--- src/rtl/multicycle_ctrl_fsm.sv ---
// rtl/multicycle_ctrl_fsm.sv - multi-cycle FETCH/DECODE/EXEC/MEM/WB control sequencer
//
// Purpose: steps the shared RISC-V datapath through one instruction at a time,
// selects the immediate format, handshakes with instruction/data memory,
// counts retired instructions and traps on unsupported opcodes.
// Optional build macro: MEM_TIMEOUT_EN (memory-wait watchdog + bus_error port).
//
// Ports:
//   clk, rst_n          clock, asynchronous active-low reset
//   instr               IR contents (opcode in [6:0])
//   alu_zero            ALU zero flag, used for BEQ in EXEC
//   imem_ready          instruction memory data valid
//   dmem_ready          data memory ready
//   imem_req, ir_write  fetch request / IR latch strobe
//   pc_write, pc_src    PC commit strobe / 0 = PC+4, 1 = branch target
//   imm_type            0 = I, 1 = S, 2 = B, 3 = U, 7 = none
//   alu_src_a/b, alu_op ALU operand selects and operation class
//   dmem_req, dmem_we   data memory request / write enable
//   reg_write, wb_sel   register write strobe / 0 = ALU, 1 = memory data
//   illegal             sticky unsupported-opcode flag
//   bus_error           sticky memory timeout flag (MEM_TIMEOUT_EN only)
//   state               current state for debug
//   retire_count        retired instruction counter (wraps)
module multicycle_ctrl_fsm #(
  parameter int DATA_WIDTH     = 32,
  parameter int TIMEOUT_CYCLES = 16
) (
  input  logic                  clk,
  input  logic                  rst_n,
  input  logic [DATA_WIDTH-1:0] instr,
  input  logic                  alu_zero,
  input  logic                  imem_ready,
  input  logic                  dmem_ready,
  output logic                  imem_req,
  output logic                  ir_write,
  output logic                  pc_write,
  output logic                  pc_src,
  output logic [2:0]            imm_type,
  output logic                  alu_src_a,
  output logic                  alu_src_b,
  output logic [1:0]            alu_op,
  output logic                  dmem_req,
  output logic                  dmem_we,
  output logic                  reg_write,
  output logic                  wb_sel,
  output logic                  illegal,
`ifdef MEM_TIMEOUT_EN
  output logic                  bus_error,
`endif
  output logic [2:0]            state,
  output logic [DATA_WIDTH-1:0] retire_count
);

  typedef enum logic [2:0] {
    S_FETCH  = 3'd0,
    S_DECODE = 3'd1,
    S_EXEC   = 3'd2,
    S_MEM    = 3'd3,
    S_WB     = 3'd4,
    S_TRAP   = 3'd5
  } state_t;

  typedef enum logic [2:0] {
    C_OPIMM, C_AUIPC, C_LOAD, C_STORE, C_RTYPE, C_BRANCH
  } cls_t;

  localparam logic [2:0] IMM_I = 3'd0, IMM_S = 3'd1, IMM_B = 3'd2,
                         IMM_U = 3'd3, IMM_NONE = 3'd7;

  state_t                state_q, state_d;
  cls_t                  cls_q, cls_d;
  logic [2:0]            imm_type_q, imm_type_d;
  logic                  illegal_q, illegal_d;
  logic [DATA_WIDTH-1:0] retire_count_q, retire_count_d;

  // Only the opcode field steers control; upper IR bits belong to the datapath.
  logic unused_instr_hi;
  assign unused_instr_hi = ^instr[DATA_WIDTH-1:7];

  logic       dec_legal;
  cls_t       dec_cls;
  logic [2:0] dec_imm;

  always_comb begin
    dec_legal = 1'b1;
    dec_cls   = C_RTYPE;
    dec_imm   = IMM_NONE;
    case (instr[6:0])
      7'b0010011: begin dec_cls = C_OPIMM;  dec_imm = IMM_I; end
      7'b0010111: begin dec_cls = C_AUIPC;  dec_imm = IMM_U; end
      7'b0000011: begin dec_cls = C_LOAD;   dec_imm = IMM_I; end
      7'b0100011: begin dec_cls = C_STORE;  dec_imm = IMM_S; end
      7'b0110011: begin dec_cls = C_RTYPE;  dec_imm = IMM_NONE; end
      7'b1100011: begin dec_cls = C_BRANCH; dec_imm = IMM_B; end
      default:    dec_legal = 1'b0;
    endcase
  end

  logic in_fetch, in_exec, in_mem, in_wb;
  assign in_fetch = (state_q == S_FETCH);
  assign in_exec  = (state_q == S_EXEC);
  assign in_mem   = (state_q == S_MEM);
  assign in_wb    = (state_q == S_WB);

  // Reset parks the FSM in FETCH; the request is held off until reset releases.
  assign imem_req  = in_fetch && rst_n;
  assign ir_write  = imem_req && imem_ready;
  assign dmem_req  = in_mem;
  assign dmem_we   = in_mem && (cls_q == C_STORE);
  assign reg_write = in_wb;
  assign wb_sel    = in_wb && (cls_q == C_LOAD);

  assign alu_src_a = in_exec && (cls_q == C_AUIPC);
  assign alu_src_b = in_exec && (cls_q inside {C_OPIMM, C_AUIPC, C_LOAD, C_STORE});
  always_comb begin
    alu_op = 2'b00;
    if (in_exec) begin
      if (cls_q == C_OPIMM || cls_q == C_RTYPE) alu_op = 2'b10;
      else if (cls_q == C_BRANCH)               alu_op = 2'b01;
    end
  end

  // Exactly one commit point per instruction class.
  assign pc_write = in_wb
                 || (in_mem  && (cls_q == C_STORE) && dmem_ready)
                 || (in_exec && (cls_q == C_BRANCH));
  assign pc_src   = in_exec && (cls_q == C_BRANCH) && alu_zero;

  logic timeout_hit;

`ifdef MEM_TIMEOUT_EN
  localparam int CW = $clog2(TIMEOUT_CYCLES + 1);
  logic [CW-1:0] wait_cnt_q, wait_cnt_d;
  logic          bus_error_q, bus_error_d;
  logic          waiting;

  assign waiting     = (in_fetch && !imem_ready) || (in_mem && !dmem_ready);
  assign timeout_hit = waiting && (wait_cnt_q == CW'(TIMEOUT_CYCLES - 1));
  assign bus_error   = bus_error_q;
`else
  localparam int unused_timeout_cycles = TIMEOUT_CYCLES;
  assign timeout_hit = 1'b0;
`endif

  always_comb begin
    state_d        = state_q;
    cls_d          = cls_q;
    imm_type_d     = imm_type_q;
    illegal_d      = illegal_q;
    retire_count_d = retire_count_q;
    case (state_q)
      S_FETCH: begin
        if (imem_ready)       state_d = S_DECODE;
        else if (timeout_hit) state_d = S_TRAP;
      end
      S_DECODE: begin
        if (dec_legal) begin
          state_d    = S_EXEC;
          cls_d      = dec_cls;
          imm_type_d = dec_imm;
        end else begin
          illegal_d = 1'b1;
          state_d   = S_TRAP;
        end
      end
      S_EXEC: begin
        case (cls_q)
          C_BRANCH:       state_d = S_FETCH;
          C_LOAD, C_STORE: state_d = S_MEM;
          default:        state_d = S_WB;
        endcase
      end
      S_MEM: begin
        if (dmem_ready)       state_d = (cls_q == C_LOAD) ? S_WB : S_FETCH;
        else if (timeout_hit) state_d = S_TRAP;
      end
      S_WB:    state_d = S_FETCH;
      S_TRAP:  state_d = S_TRAP;
      default: state_d = S_FETCH;
    endcase
    if (pc_write) retire_count_d = retire_count_q + DATA_WIDTH'(1);
  end

`ifdef MEM_TIMEOUT_EN
  always_comb begin
    wait_cnt_d  = '0;
    bus_error_d = bus_error_q || timeout_hit;
    if (state_d == state_q && waiting) wait_cnt_d = wait_cnt_q + CW'(1);
  end
`endif

  always_ff @(posedge clk or negedge rst_n) begin
    if (!rst_n) begin
      state_q        <= S_FETCH;
      cls_q          <= C_RTYPE;
      imm_type_q     <= IMM_NONE;
      illegal_q      <= 1'b0;
      retire_count_q <= '0;
`ifdef MEM_TIMEOUT_EN
      wait_cnt_q     <= '0;
      bus_error_q    <= 1'b0;
`endif
    end else begin
      state_q        <= state_d;
      cls_q          <= cls_d;
      imm_type_q     <= imm_type_d;
      illegal_q      <= illegal_d;
      retire_count_q <= retire_count_d;
`ifdef MEM_TIMEOUT_EN
      wait_cnt_q     <= wait_cnt_d;
      bus_error_q    <= bus_error_d;
`endif
    end
  end

  assign imm_type     = imm_type_q;
  assign illegal      = illegal_q;
  assign state        = state_q;
  assign retire_count = retire_count_q;

endmodule

--- config.mk ---
export PLATFORM = sky130hd
export DESIGN_NAME = multicycle_ctrl_fsm
export DESIGN_NICKNAME = d
export VERILOG_FILES = /design/src/rtl/multicycle_ctrl_fsm.sv
export SDC_FILE = /design/constraint.sdc
export NUM_CORES = 1
export LEC_CHECK = 0
export BUFFER_PORTS_ARGS = -buffer_cell sky130_fd_sc_hd__buf_2
export CAP_MARGIN = 20
export CORE_ASPECT_RATIO = 1.4
export CORE_MARGIN = 10
export CORE_UTILIZATION = 39
export DETAILED_ROUTE_END_ITERATION = 10
export PLACE_DENSITY = 0.69
export SLEW_MARGIN = 20
export SYNTH_ARGS = -nofsm -noshare
export SYNTH_HDL_FRONTEND = slang
export SYNTH_SLANG_ARGS = --single-unit
export TNS_END_PERCENT = 100
--- constraint.sdc ---
create_clock -name clk -period 1.88 [get_ports clk]
set_input_delay 0.188 -clock clk [delete_from_list [all_inputs] [get_ports clk]]
set_output_delay 0.188 -clock clk [all_outputs]
set_load 0.05 [all_outputs]
-- Word-level counts from Yosys, hierarchy flattened
Cells that the tools add are included.
- flip-flop bits (word level): 42
- input bits: 37
- output and inout port bits: 51
- add/subtract/negate cells: 1
- equality and inequality tests: 18
- multiplexer cells: 12
- bitwise operators: 1
- reduce and logical (&&, ||, !) cells: 21
- operators by type and width (cell ; count):
    $add A32 B1 Y32 const B ; 1
    $pmux W3 S5 ; 2
    $eq A7 B5 Y1 const B ; 2
    $eq A7 B6 Y1 const B ; 2
    $eq A3 B2 Y1 const B ; 4
    $eq A3 B3 Y1 const B ; 4
    $mux W3 ; 4
    $pmux W3 S4 ; 1
    $logic_and A1 B1 Y1 ; 9
    $eq A7 B2 Y1 const B ; 1
    $eq A7 B7 Y1 const B ; 1
    $eq A3 B1 Y1 const B ; 2
    $logic_not A3 Y1 ; 2
    $pmux W3 S2 ; 1
    $reduce_and A2 Y1 ; 3
    $reduce_or A6 Y1 ; 1
    $mux W2 ; 2
    $ne A2 B2 Y1 const B ; 2
    $reduce_bool A4 Y1 ; 1
    $reduce_or A2 Y1 ; 2
    $logic_or A1 B1 Y1 ; 3
    $mux W1 ; 2
    $not A1 Y1 ; 1

-- Depth between registers and ports, before layout
Gate-level depths: netlist of the first run.
- word-level depth: 5
- depth in mapped cells: 7
- mapped depth without buffers: 6

-- Worst setup path after synthesis of the first run
OpenSTA, ideal clock, no wires.
- kind: reg-to-output
- from: register state_q[0] (netlist: state[0])
- to: output ir_write
- data arrival time: 3.124 ns
- path slack: -1.432 ns
- cell stages (with the launch flop): 4
- path buffers: 1
- path through: dfrtp_1 -> buf_4 -> nor4b_1 -> and2_1
- word-level cells in the longest chain between the ends: 3
- RTL lines (element ; line ; text):
    start, declared ; 70 ; state_t state_q, state_d;
    start signal, assigned ; 204 ; state_q <= state_d;
    $logic_not A3 Y1 ; 100 ; assign in_fetch = (state_q == S_FETCH);
    $logic_and A1 B1 Y1 ; 106 ; assign imem_req = in_fetch && rst_n;
    via imem_req ; 34 ; output logic imem_req,
    $logic_and A1 B1 Y1 ; 107 ; assign ir_write = imem_req && imem_ready;
    end, declared ; 35 ; output logic ir_write,
The timed path passes the listed nets, and every way through them passes these cells.

-- Worst setup path after layout of the first run
- from: register state_q[2] (netlist: state[2])
- to: output pc_write
- word-level cells in the longest chain between the ends: 5
- elaborated cells between the ends (all ways): 8
- classes of those cells: 3 x eq/ne; 5 x reduce/logical
- RTL lines (element ; line ; text):
    $eq A3 B2 Y1 ; 102 ; assign in_mem = (state_q == S_MEM);
    $logic_and A1 B1 Y1 (2 in a row) ; 125 ; || (in_mem && (cls_q == C_STORE) && dmem_ready)
    $logic_or A1 B1 Y1 ; 125 ;
    $logic_or A1 B1 Y1 (*) ; 126 ; || (in_exec && (cls_q == C_BRANCH));
    end, declared ; 36 ; output logic pc_write,
Mark *: on every way between the ends. The rest lies on a longest branch, timed or not.

==> results of run 1 <==
-- final timing paths --
check	start	to	slack [ns]	cells after the start
max	state[2]$_DFFE_PN0P_	pc_write	-0.003	7
min in group clk	instr[4]	cls_q[2]$_DFFE_PN1P_	0.16	2
max in group asynchronous	rst_n	retire_count[2]$_DFFE_PN0P_	1.49	2
max reg2reg	state[0]$_DFFE_PN0P_	retire_count[18]$_DFFE_PN0P_	0.04	9
min reg2reg	illegal$_DFFE_PN0P_	illegal$_DFFE_PN0P_	0.46	1
min	rst_n	illegal$_DFFE_PN0P_	-0.02	2
-- stage by stage --
| step | cell area, um^2 | power [mW] | utilization [%] | setup TNS [ns] | hold slack, ns |
|---|---|---|---|---|---|
| floorplan | 2280 | 2.06 | - | -3.94 | -0.108 |
| global placement | 2740 | 2.37 | 50.0 | 0 | 0.317 |
| detailed placement | 2740 | 2.38 | 50.0 | -0.00278 | 0.314 |
| CTS | 2910 | 3.16 | 53.0 | -0.0320 | 0.00660 |
| global route | 3010 | 3.42 | 54.9 | -0.434 | 0.0252 |
| finish | 3010 | 3.24 | 54.9 | -0.00341 | -0.0170 |
-- layer usage --
metal	track usage (%)	wire (um)	up-vias
met3	2.91	242	9
met1	12.9	2080	924
met4	4.63	104	0
li1	-	-	928
met5	0	0	-
met2	22.4	3030	36
-- placed cells by master, fill, tap and decap left out, types with 2 or more instances in the layout --
| master | count |
|---|---|
| dfrtp_1 | 33 |
| nor4_1 | 2 |
| nand4_1 | 5 |
| buf_2 | 55 |
| and4_1 | 2 |
| clkbuf_8 | 5 |
| and3b_1 | 2 |
| xor2_1 | 11 |
| nor2_1 | 11 |
| xnor2_1 | 20 |
| buf_6 | 9 |
| a21oi_1 | 3 |
| a21o_1 | 2 |
| dfrtp_2 | 5 |
| nor2_2 | 2 |
| nand2b_1 | 3 |
| nor3_1 | 5 |
| nor3_2 | 3 |
| dfstp_2 | 4 |
| buf_4 | 21 |
| o21ai_0 | 8 |
| nand2_1 | 22 |
| nand3_1 | 14 |
| and2_1 | 4 |
| clkinvlp_4 | 2 |
| and3_1 | 11 |
| inv_1 | 6 |
| nand3_2 | 2 |
-- layout make-up --
type                       instances  area [um^2]
tap                               68         85.1
timing repair buffer              87          569
fill                             521         2470
multi-input combinational        160         1160
clock buffer                       6         72.6
sequential                        42         1060
clock inverter                     2         37.5
inverter                           7         30.0
-- what timing repair did --
item / CTS / global route
buffers inserted: 2 / 7
pin swaps: 2 / 5
hold endpoints to repair: 0 / 0
endpoints found under the setup margin: 8 / 19
gates resized for setup: 10 / 17
-- sequential cells by signal, indices dropped and copies added, names as in the netlist --
name,count
illegal,1
retire_count,32
state,3
imm_type,3
cls_q,3
-- worst register-to-register path, cell delays in order (launching register included) --
cell and delay (ns):
dfrtp_2 0.43, buf_6 0.14, nor4b_2 0.24, buf_4 0.17, a21oi_4 0.06, buf_6 0.13, a21boi_4 0.19, buf_12 0.13
nand4_1 0.11, xnor2_1 0.14
-- where the power goes --
group          internal, mW  switching, mW
logic                 0.521          0.899
registers              1.02          0.105
clock network         0.396          0.303
total                  1.94           1.31
-- kinds of logic (layout without fill, tap and decap cells) --
group | after synthesis | in the layout | synth area share [%]
AOI/OAI and AO/OA | 27 | 27 | 10.0
and+or+nand+nor | 99 | 99 | 24.8
muxes | 2 | 2 | 0.971
xor gates and xnor gates | 31 | 31 | 12.4
adders and majority gates | 1 | 1 | 0.571
DFF | 42 | 42 | 48.2
buffers and inverters | 14 | 102 | 3.03
==> impl_metrics.ini, run 1 <==
[synthesis]
yosys.area.top_type_share_pct = 43.4
synthesis.area_um2 = 2190
synth_top_area_cell = dfrtp_1
ys_warn_count = 0
syn_inst = 216
ys_ff_latch = 42
yosys-top-cells-count = dfrtp_1 (38), nand2_1 (23), xnor2_1 (20), nand3_1 (16), nor2_1 (13)
synth_cell_types = 47
synthTopCellsByArea = dfrtp_1 (43%), xnor2_1 (8.0%), dfstp_2 (4.8%), xor2_1 (4.4%), nand2_1 (3.9%)
synth_fp_nets = 254
synth_ff_type = dfrtp_1
async_flop_share_pct = 100
synth-seq-area-share_pct = 48.2
syn_avg_cell_area_um2 = 10.1
synth-edff-count = 0
yosysMostFrequentCell = dfrtp_1

[global_route]
grt_use_total_pct = 12.1
grt_antenna_before_repair = 0
grt-ovfl-total = 0
grt_pass1_vias = 1957
grt_pass1_wl_um = 9180
grt_max_degree = 43

[clocking]
clk_latency_ns = 0.29
cts-buffers-inserted = 5
cts_tree = done
clockBufferDepth = 2
cts.hold.buffers_added = 0
h-tree-depth = 2
cts.sinks = 42
clk_pin_slew_ns = 0.07
cts_root_buf = clkbuf_8

[routing]
drc = 0
ant_nets = 0
drt-wirelength-per-cell_um = 14.7
viasPerCell = 5.10
drt_pass1_iterations = 4
via_count = 1897
finalWirelength_um = 5460
drtIter0Drc = 66

[die]
io_pins = 88
rows = 32
core-area_um2 = 5490
dieArea_um2 = 9060
die_h_um = 109
die_x_um = 83.3
initial_core_util_pct = 39.9

[timing]
setup-violations-final = 1
min_period_ns = 1.88
rsz0062_at_grt = true
hold_viol = 34
finalMaxSlewViolations = 0
period_share_pct = 100
finalClockSkew_ns = 0.00650
fin_hold_ws_ns = -0.0170
tightest_slew_ns = 0.536
slew_headroom_pct = 64.3
fmax_ghz = 0.531
fin_ws_ns = -0.00341

[worst_setup_path]
critPathTopFamily = buffers and inverters
criticalPathCategory = flop to output port
max_stage_delay_ns = 0.41
cp.buffers_inverters = 4
crit_required_ns = 1.69
cp-start-kind = flop
critPathMostFrequentCell = buf_6
endpoint_kind = output port
slowest_stage = dfrtp_2
crit_chain = buf_6, or3b_4, clkinvlp_4, a21oi_4, buf_6, nand2_4, buf_8
worstPathMaxFanout = 6
crit_arrival_ns = 1.70

[finish]
final_nets = 341
drive_gt1_share_pct = 41.1
diodes = 0
post_layout_nonfiller_instances = 372
syn_to_final_growth_pct = 37.6

[pwr]
vdd_drop_max_mv = 0.921
p_leak_nw = 1.52
power_density_nw_per_um2 = 1080

[flow_run]
maxCapViolCount = 0

[place]
numPortBuffers = 62
dp_slack_ns = -0.00278
place.detailed.instances = 355
dpl.hpwl_um = 4240
gp_congestion = 0.854

[outcome]
status = finished with violations
failed_checks = negative hold slack, negative setup slack

[worst_hold_path]
hold_path.class = input port to asynchronous set/reset pin
Power figures use the tool's default switching activity.
==> run 2: changes to the inputs <==
--- a/config.mk
+++ b/config.mk
@@ -5,13 +5,14 @@
 export SDC_FILE = /design/constraint.sdc
 export NUM_CORES = 1
 export LEC_CHECK = 0
+export ABC_AREA = 1
 export BUFFER_PORTS_ARGS = -buffer_cell sky130_fd_sc_hd__buf_2
 export CAP_MARGIN = 20
 export CORE_ASPECT_RATIO = 1.4
 export CORE_MARGIN = 10
 export CORE_UTILIZATION = 39
 export DETAILED_ROUTE_END_ITERATION = 10
-export PLACE_DENSITY = 0.69
+export PLACE_DENSITY = 0.67
 export SLEW_MARGIN = 20
 export SYNTH_ARGS = -nofsm -noshare
 export SYNTH_HDL_FRONTEND = slang
==> run 2 against run 1 <==
  * The run now ends clean
  * Clock power increased by 5.6%
  * Non-clock buffer count decreased by 15
  * Total power increased by 6.9%
  * Critical path depth decreased by 2
  * Maximum frequency increased by 5.5%
  * Clock skew increased by 0.0024 ns
  * Setup slack improved by 0.098 ns
  * Largest power group unchanged
==> impl_metrics.ini, run 2 <==
[clocking]
h-tree-depth = 2
cts.sinks = 42
cts_tree = done
clk_pin_slew_ns = 0.08
clk_latency_ns = 0.29
cts_root_buf = clkbuf_8
clockBufferDepth = 2
cts-buffers-inserted = 5

[routing]
finalWirelength_um = 6730
via_count = 2540
drc = 0
ant_nets = 0
viasPerCell = 4.81
drtIter0Drc = 95
drt_pass1_iterations = 4
drt-wirelength-per-cell_um = 12.7

[synthesis]
synth_compound_area_share_pct = 2.09
synth-edff-count = 0
synth_top_family_by_area = simple AND/OR/NAND/NOR gates
synthTopCellsByArea = dfrtp_1 (36%), nand2_1 (17%), nor2_1 (7.6%), inv_1 (7.4%), nand3_1 (6.7%)
synth-simple-area-share_pct = 42.1
synth-seq-area-share_pct = 40.2
synth_fa_ha_area_share_pct = 0.476
syn_avg_cell_area_um2 = 6.94
synth_xor_area_share_pct = 5.57
synthMuxAreaShare_pct = 0
yosys-top-cells-count = nand2_1 (122), nor2_1 (53), inv_1 (52), dfrtp_1 (38), nand3_1 (35)
ys_ff_latch = 42
async_flop_share_pct = 100
synth_ff_type = dfrtp_1
yosys.area.top_type_share_pct = 36.2
ys_warn_count = 0
synth_top_area_cell = dfrtp_1
synthesis.area_um2 = 2630
synth_cell_types = 28
yosysMostFrequentCell = nand2_1
synth_fp_nets = 417
syn_inst = 379

[timing]
finalMaxSlewViolations = 0
slew_headroom_pct = 63.7
fmax_ghz = 0.560
hold_viol = 0
min_period_ns = 1.79
fin_ws_ns = 0.0941
rsz0062_at_grt = false
period_share_pct = 95.0
tightest_slew_ns = 0.544
setup-violations-final = 0
finalClockSkew_ns = 0.00886
fin_hold_ws_ns = 0.205
fin_setup_tns_ns = 0

[finish]
layout_commonest_cell = nand2_1
final_nets = 491
drive_gt1_share_pct = 25.3
final_cell_mix = nand2_1 (122), buf_2 (61), inv_1 (52), nor2_1 (52)
final_cell_area_um2 = 3260
diodes = 0
syn_to_final_growth_pct = 24.1
largest_reg_flops = 32
fillCellCount = 664

[global_route]
grt_max_degree = 43
grt-ovfl-total = 0
grt_pass1_vias = 2587
grt_pass1_wl_um = 11300
grt_antenna_before_repair = 0
grt_use_total_pct = 13.3

[worst_setup_path]
max_stage_delay_ns = 0.45
reg2reg_depth = 8
crit_arrival_ns = 1.60
crit_required_ns = 1.69
cp.buffers_inverters = 2
worstPathMaxFanout = 6
crit_chain = inv_1, nand3_4, nor2_4, and3_4, buf_2
reg2reg_from = retire_count[0]$_DFFE_PN0P_
r2r_slack_ns = 0.19
cp-start-kind = flop
slowest_stage = dfrtp_2
criticalPathCategory = flop to output port
r2r_end = retire_count[30]$_DFFE_PN0P_
critPathTopFamily = flip-flops
endpoint_kind = output port

[die]
core-area_um2 = 6570
rows = 35
dieArea_um2 = 10500
io_pins = 88
initial_core_util_pct = 40.0
die_x_um = 89.4
die_h_um = 117

[worst_hold_path]
min_to = cls_q[1]$_DFFE_PN0P_
hold_path.class = input port to flop
min_from = instr[4]
min_path_cells = 4

[place]
placed_area_um2 = 3110
dp_slack_ns = 0.175
gp_congestion = 0.898
numPortBuffers = 62
dpl.hpwl_um = 5380

[flow_run]
maxCapViolCount = 0

[pwr]
p_leak_nw = 1.69
power_mw = 3.47
vdd_drop_max_mv = 0.403
power_density_nw_per_um2 = 1060

[outcome]
status = completed
## run 2: changes by cell type after synthesis, moves of 7 or more
cell / before / now
nand3_1: 16 / 35
nand2_2: 0 / 10
inv_1: 7 / 52
and3_1: 11 / 2
nand2_1: 23 / 122
nand4_1: 5 / 12
xnor2_1: 20 / 10
xor2_1: 11 / 3
nor2_1: 13 / 53
## run 2: cells by family (layout without fill, tap and decap cells)
family | count (synthesis) | after routing
AOI/OAI and AO/OA | 11 | 11
DFF | 42 | 42
and+or+nand+nor | 252 | 252
adders and majority gates | 1 | 1
buffers and inverters | 58 | 133
xor gates and xnor gates | 15 | 15
## run 2: worst min-delay path: stages
cell and delay, ns:
buf_2 0.08, inv_1 0.05, nand3_1 0.07, o21ai_0 0.07
## run 2: through the flow
stage / instances / utilization [%]
floorplan: 379 / -
global placement: 516 / 47.4
detailed placement: 516 / 47.4
CTS: 528 / 49.7
global route: 528 / 49.7
finish: 528 / 49.7
## run 2: worst max path at each step
stage / slack [ns] / cells past startpoint / endpoint / startpoint
after floorplan: -0.03 / 3 / wb_sel / state[2]$_DFFE_PN0P_
after global placement: 0.20 / 8 / retire_count[10]$_DFFE_PN0P_ / state[0]$_DFFE_PN0P_
after detailed placement: 0.18 / 8 / retire_count[10]$_DFFE_PN0P_ / state[0]$_DFFE_PN0P_
after CTS: 0.07 / 5 / alu_src_a / state[0]$_DFFE_PN0P_
after global routing: 0.03 / 5 / alu_src_a / state[0]$_DFFE_PN0P_
final: 0.09 / 5 / alu_src_a / state[0]$_DFFE_PN0P_
## run 2: what timing repair did
| action | in CTS | in global routing |
|---|---|---|
| hold buffers | 1 | 0 |
| setup buffers | 3 | 0 |
| gates resized for setup | 1 | 0 |
| setup endpoints to repair | 1 | 0 |
| hold endpoints to repair | 3 | 0 |
## run 2: final cells by class
class,count,area [um^2],share of cell area [%]
Clock inverter,1,30.0,0.920
Inverter,53,199,6.10
Clock buffer,7,86.3,2.65
Sequential cell,42,1060,32.6
Timing Repair Buffer,72,403,12.3
Multi-Input combinational cell,279,1390,42.5
Tap cell,74,92.6,2.84
## run 2: where the power goes
part,switching (mW),leakage (nW),internal (mW)
registers,0.164,0.532,1.08
logic,1.08,1.10,0.410
clock network,0.306,0.0585,0.433
total,1.55,1.69,1.92
## run 2: per-layer routing
layer,GRT usage [%],up-vias,share of wire [%],routed length (um)
li1,-,1322,-,-
met1,14.4,1166,41,2790
met2,25.0,44,51,3460
met3,3.12,8,5.6,376
met4,3.62,0,1.4,96
met5,0,-,0,0
==> run 3: changes to the inputs <==
--- a/config.mk
+++ b/config.mk
@@ -8,11 +8,15 @@
 export ABC_AREA = 1
 export BUFFER_PORTS_ARGS = -buffer_cell sky130_fd_sc_hd__buf_2
 export CAP_MARGIN = 20
+export CELL_PAD_IN_SITES_DETAIL_PLACEMENT = 1
+export CELL_PAD_IN_SITES_GLOBAL_PLACEMENT = 1
 export CORE_ASPECT_RATIO = 1.4
 export CORE_MARGIN = 10
-export CORE_UTILIZATION = 39
+export CORE_UTILIZATION = 33
+export CTS_BUF_LIST = sky130_fd_sc_hd__clkbuf_8
 export DETAILED_ROUTE_END_ITERATION = 10
-export PLACE_DENSITY = 0.67
+export GPL_TIMING_DRIVEN = 0
+export PLACE_DENSITY_LB_ADDON = 0.1
 export SLEW_MARGIN = 20
 export SYNTH_ARGS = -nofsm -noshare
 export SYNTH_HDL_FRONTEND = slang
==> run 3 against run 2 <==
  * Cell count is 5.3% higher
  * Largest cell class unchanged
  * Sequential share of layout area decreased by 0.60 points
  * Setup slack better by 0.0083 ns
  * Wire length increased by 25%
  * Combinational power rose by 8%
  * Highest routed layer unchanged
  * Hold slack improved by 0.016 ns
  * Cell area is 1.9% higher
  * Critical path type unchanged
  * Count of clock-buffer cells in the layout is 1 lower
==> impl_metrics.ini, run 3 (synthesis gave the netlist of run 2 again) <==
[finish]
syn_to_final_growth_pct = 26.4
final_nets = 493
largest_reg_flops = 32
drive_gt1_share_pct = 26.5
layout_commonest_cell = nand2_1
post-route-util_pct = 42.9
diodes = 0
final_cell_mix = nand2_1 (122), buf_2 (59), inv_1 (51)

[timing]
period_share_pct = 94.6
finalMaxSlewViolations = 0
hold_viol = 0
fmax_ghz = 0.563
finalClockSkew_ns = 0.0109
min_period_ns = 1.78
setup-violations-final = 0
rsz0062_at_grt = true
tightest_slew_ns = 0.376
slew_headroom_pct = 74.8
fin_ws_ns = 0.102

[worst_setup_path]
crit_arrival_ns = 1.59
worstPathMaxFanout = 6
crit_required_ns = 1.69
cp-start-kind = flop
critPathLaunch = cls_q[2]$_DFFE_PN1P_
criticalPathCategory = flop to output port
reg2reg_depth = 10
reg2reg_from = state[0]$_DFFE_PN0P_
endpoint_kind = output port
r2r_end = retire_count[29]$_DFFE_PN0P_
r2r_slack_ns = 0.14

[die]
die_x_um = 95.5
io_pins = 88
dieArea_um2 = 12000
core-area_um2 = 7750
die_h_um = 126
initial_core_util_pct = 33.9
rows = 38

[routing]
drt_pass1_iterations = 4
drt-wirelength-per-cell_um = 15.1
viasPerCell = 4.80
drtIter0Drc = 76
finalWirelength_um = 8400
via_count = 2667
drc = 0
ant_nets = 0

[place]
dp_slack_ns = -0.106
dpl.hpwl_um = 6560
numPortBuffers = 62
gp_congestion = 0.844

[worst_hold_path]
min_path_cells = 4
min_to = cls_q[1]$_DFFE_PN0P_
min_from = instr[4]
hold_path.class = input port to flop

[pwr]
p_leak_nw = 1.69
vdd_drop_max_mv = 0.706
power_density_nw_per_um2 = 1050

[global_route]
grt_antenna_before_repair = 0
grt-ovfl-total = 0
grt_use_total_pct = 14.6
grt_pass1_vias = 2925
grt_max_degree = 39
grt_pass1_wl_um = 14100

[flow_run]
maxCapViolCount = 0

[clocking]
h-tree-depth = 2
cts-buffers-inserted = 5
cts.sinks = 42
clk_latency_ns = 0.30
cts_root_buf = clkbuf_8
cts_tree = done
clockBufferDepth = 2
clk_pin_slew_ns = 0.08

[outcome]
status = completed
run 3: metrics by stage:
stage	setup TNS (ns)	cell area [um^2]	cells	hold slack (ns)	total power [mW]
after CTS	-0.0496	3280	551	0.217	3.47
after detailed placement	-0.161	3140	541	0.431	2.78
final	0	3320	556	0.222	3.48
after global routing	-0.0712	3320	556	0.234	3.70
after global placement	-0.0722	3140	541	0.422	2.77
after floorplan	-0.105	2710	379	-0.108	2.38
run 3: worst max-delay path, stage by stage, from the launching register on:
cell and delay, ns:
dfstp_2 0.57, buf_4 0.14, buf_4 0.17, inv_1 0.06, and3_1 0.15, buf_2 0.21
run 3: cell type report:
type                       instances  area, um^2
clock inverter                     2        12.5
multi-input combinational        279        1400
buffer                             3        42.5
tap                              100         125
sequential                        42        1060
fill                            1046        4430
inverter                          53         199
clock buffer                       6        82.6
timing repair buffer              71         400
run 3: timing repair:
item,CTS,global route
setup buffers,2,5
hold buffers,2,0
endpoints found under the setup margin,5,7
pin swaps,0,1
resized for setup,3,4
hold endpoints to repair,38,0
run 3: worst max path at each step:
stage | end | slack, ns | cells after the start
6_report | wb_sel | 0.10 | 5
5_1_grt | retire_count[21]$_DFFE_PN0P_ | -0.02 | 10
4_1_cts | pc_write | -0.05 | 6
3_5_place_dp | pc_write | -0.11 | 7
3_3_place_gp | pc_write | -0.07 | 7
2_1_floorplan | wb_sel | -0.03 | 3
run 3: metal layers:
metal  vias up  global-route usage, %  wire length, um
met5         -                      0                0
met4         0                   5.05              190
met3        12                   3.51              415
met2        49                   28.3             4770
met1      1282                   14.3             3020
li1       1324                      -                -
run 3: report_power, final:
part / total, mW / switching (mW) / internal, mW / leakage, nW
logic: 1.61 / 1.15 / 0.462 / 1.11
registers: 1.23 / 0.152 / 1.08 / 0.532
clock network: 0.634 / 0.339 / 0.296 / 0.0472
total: 3.48 / 1.64 / 1.84 / 1.69
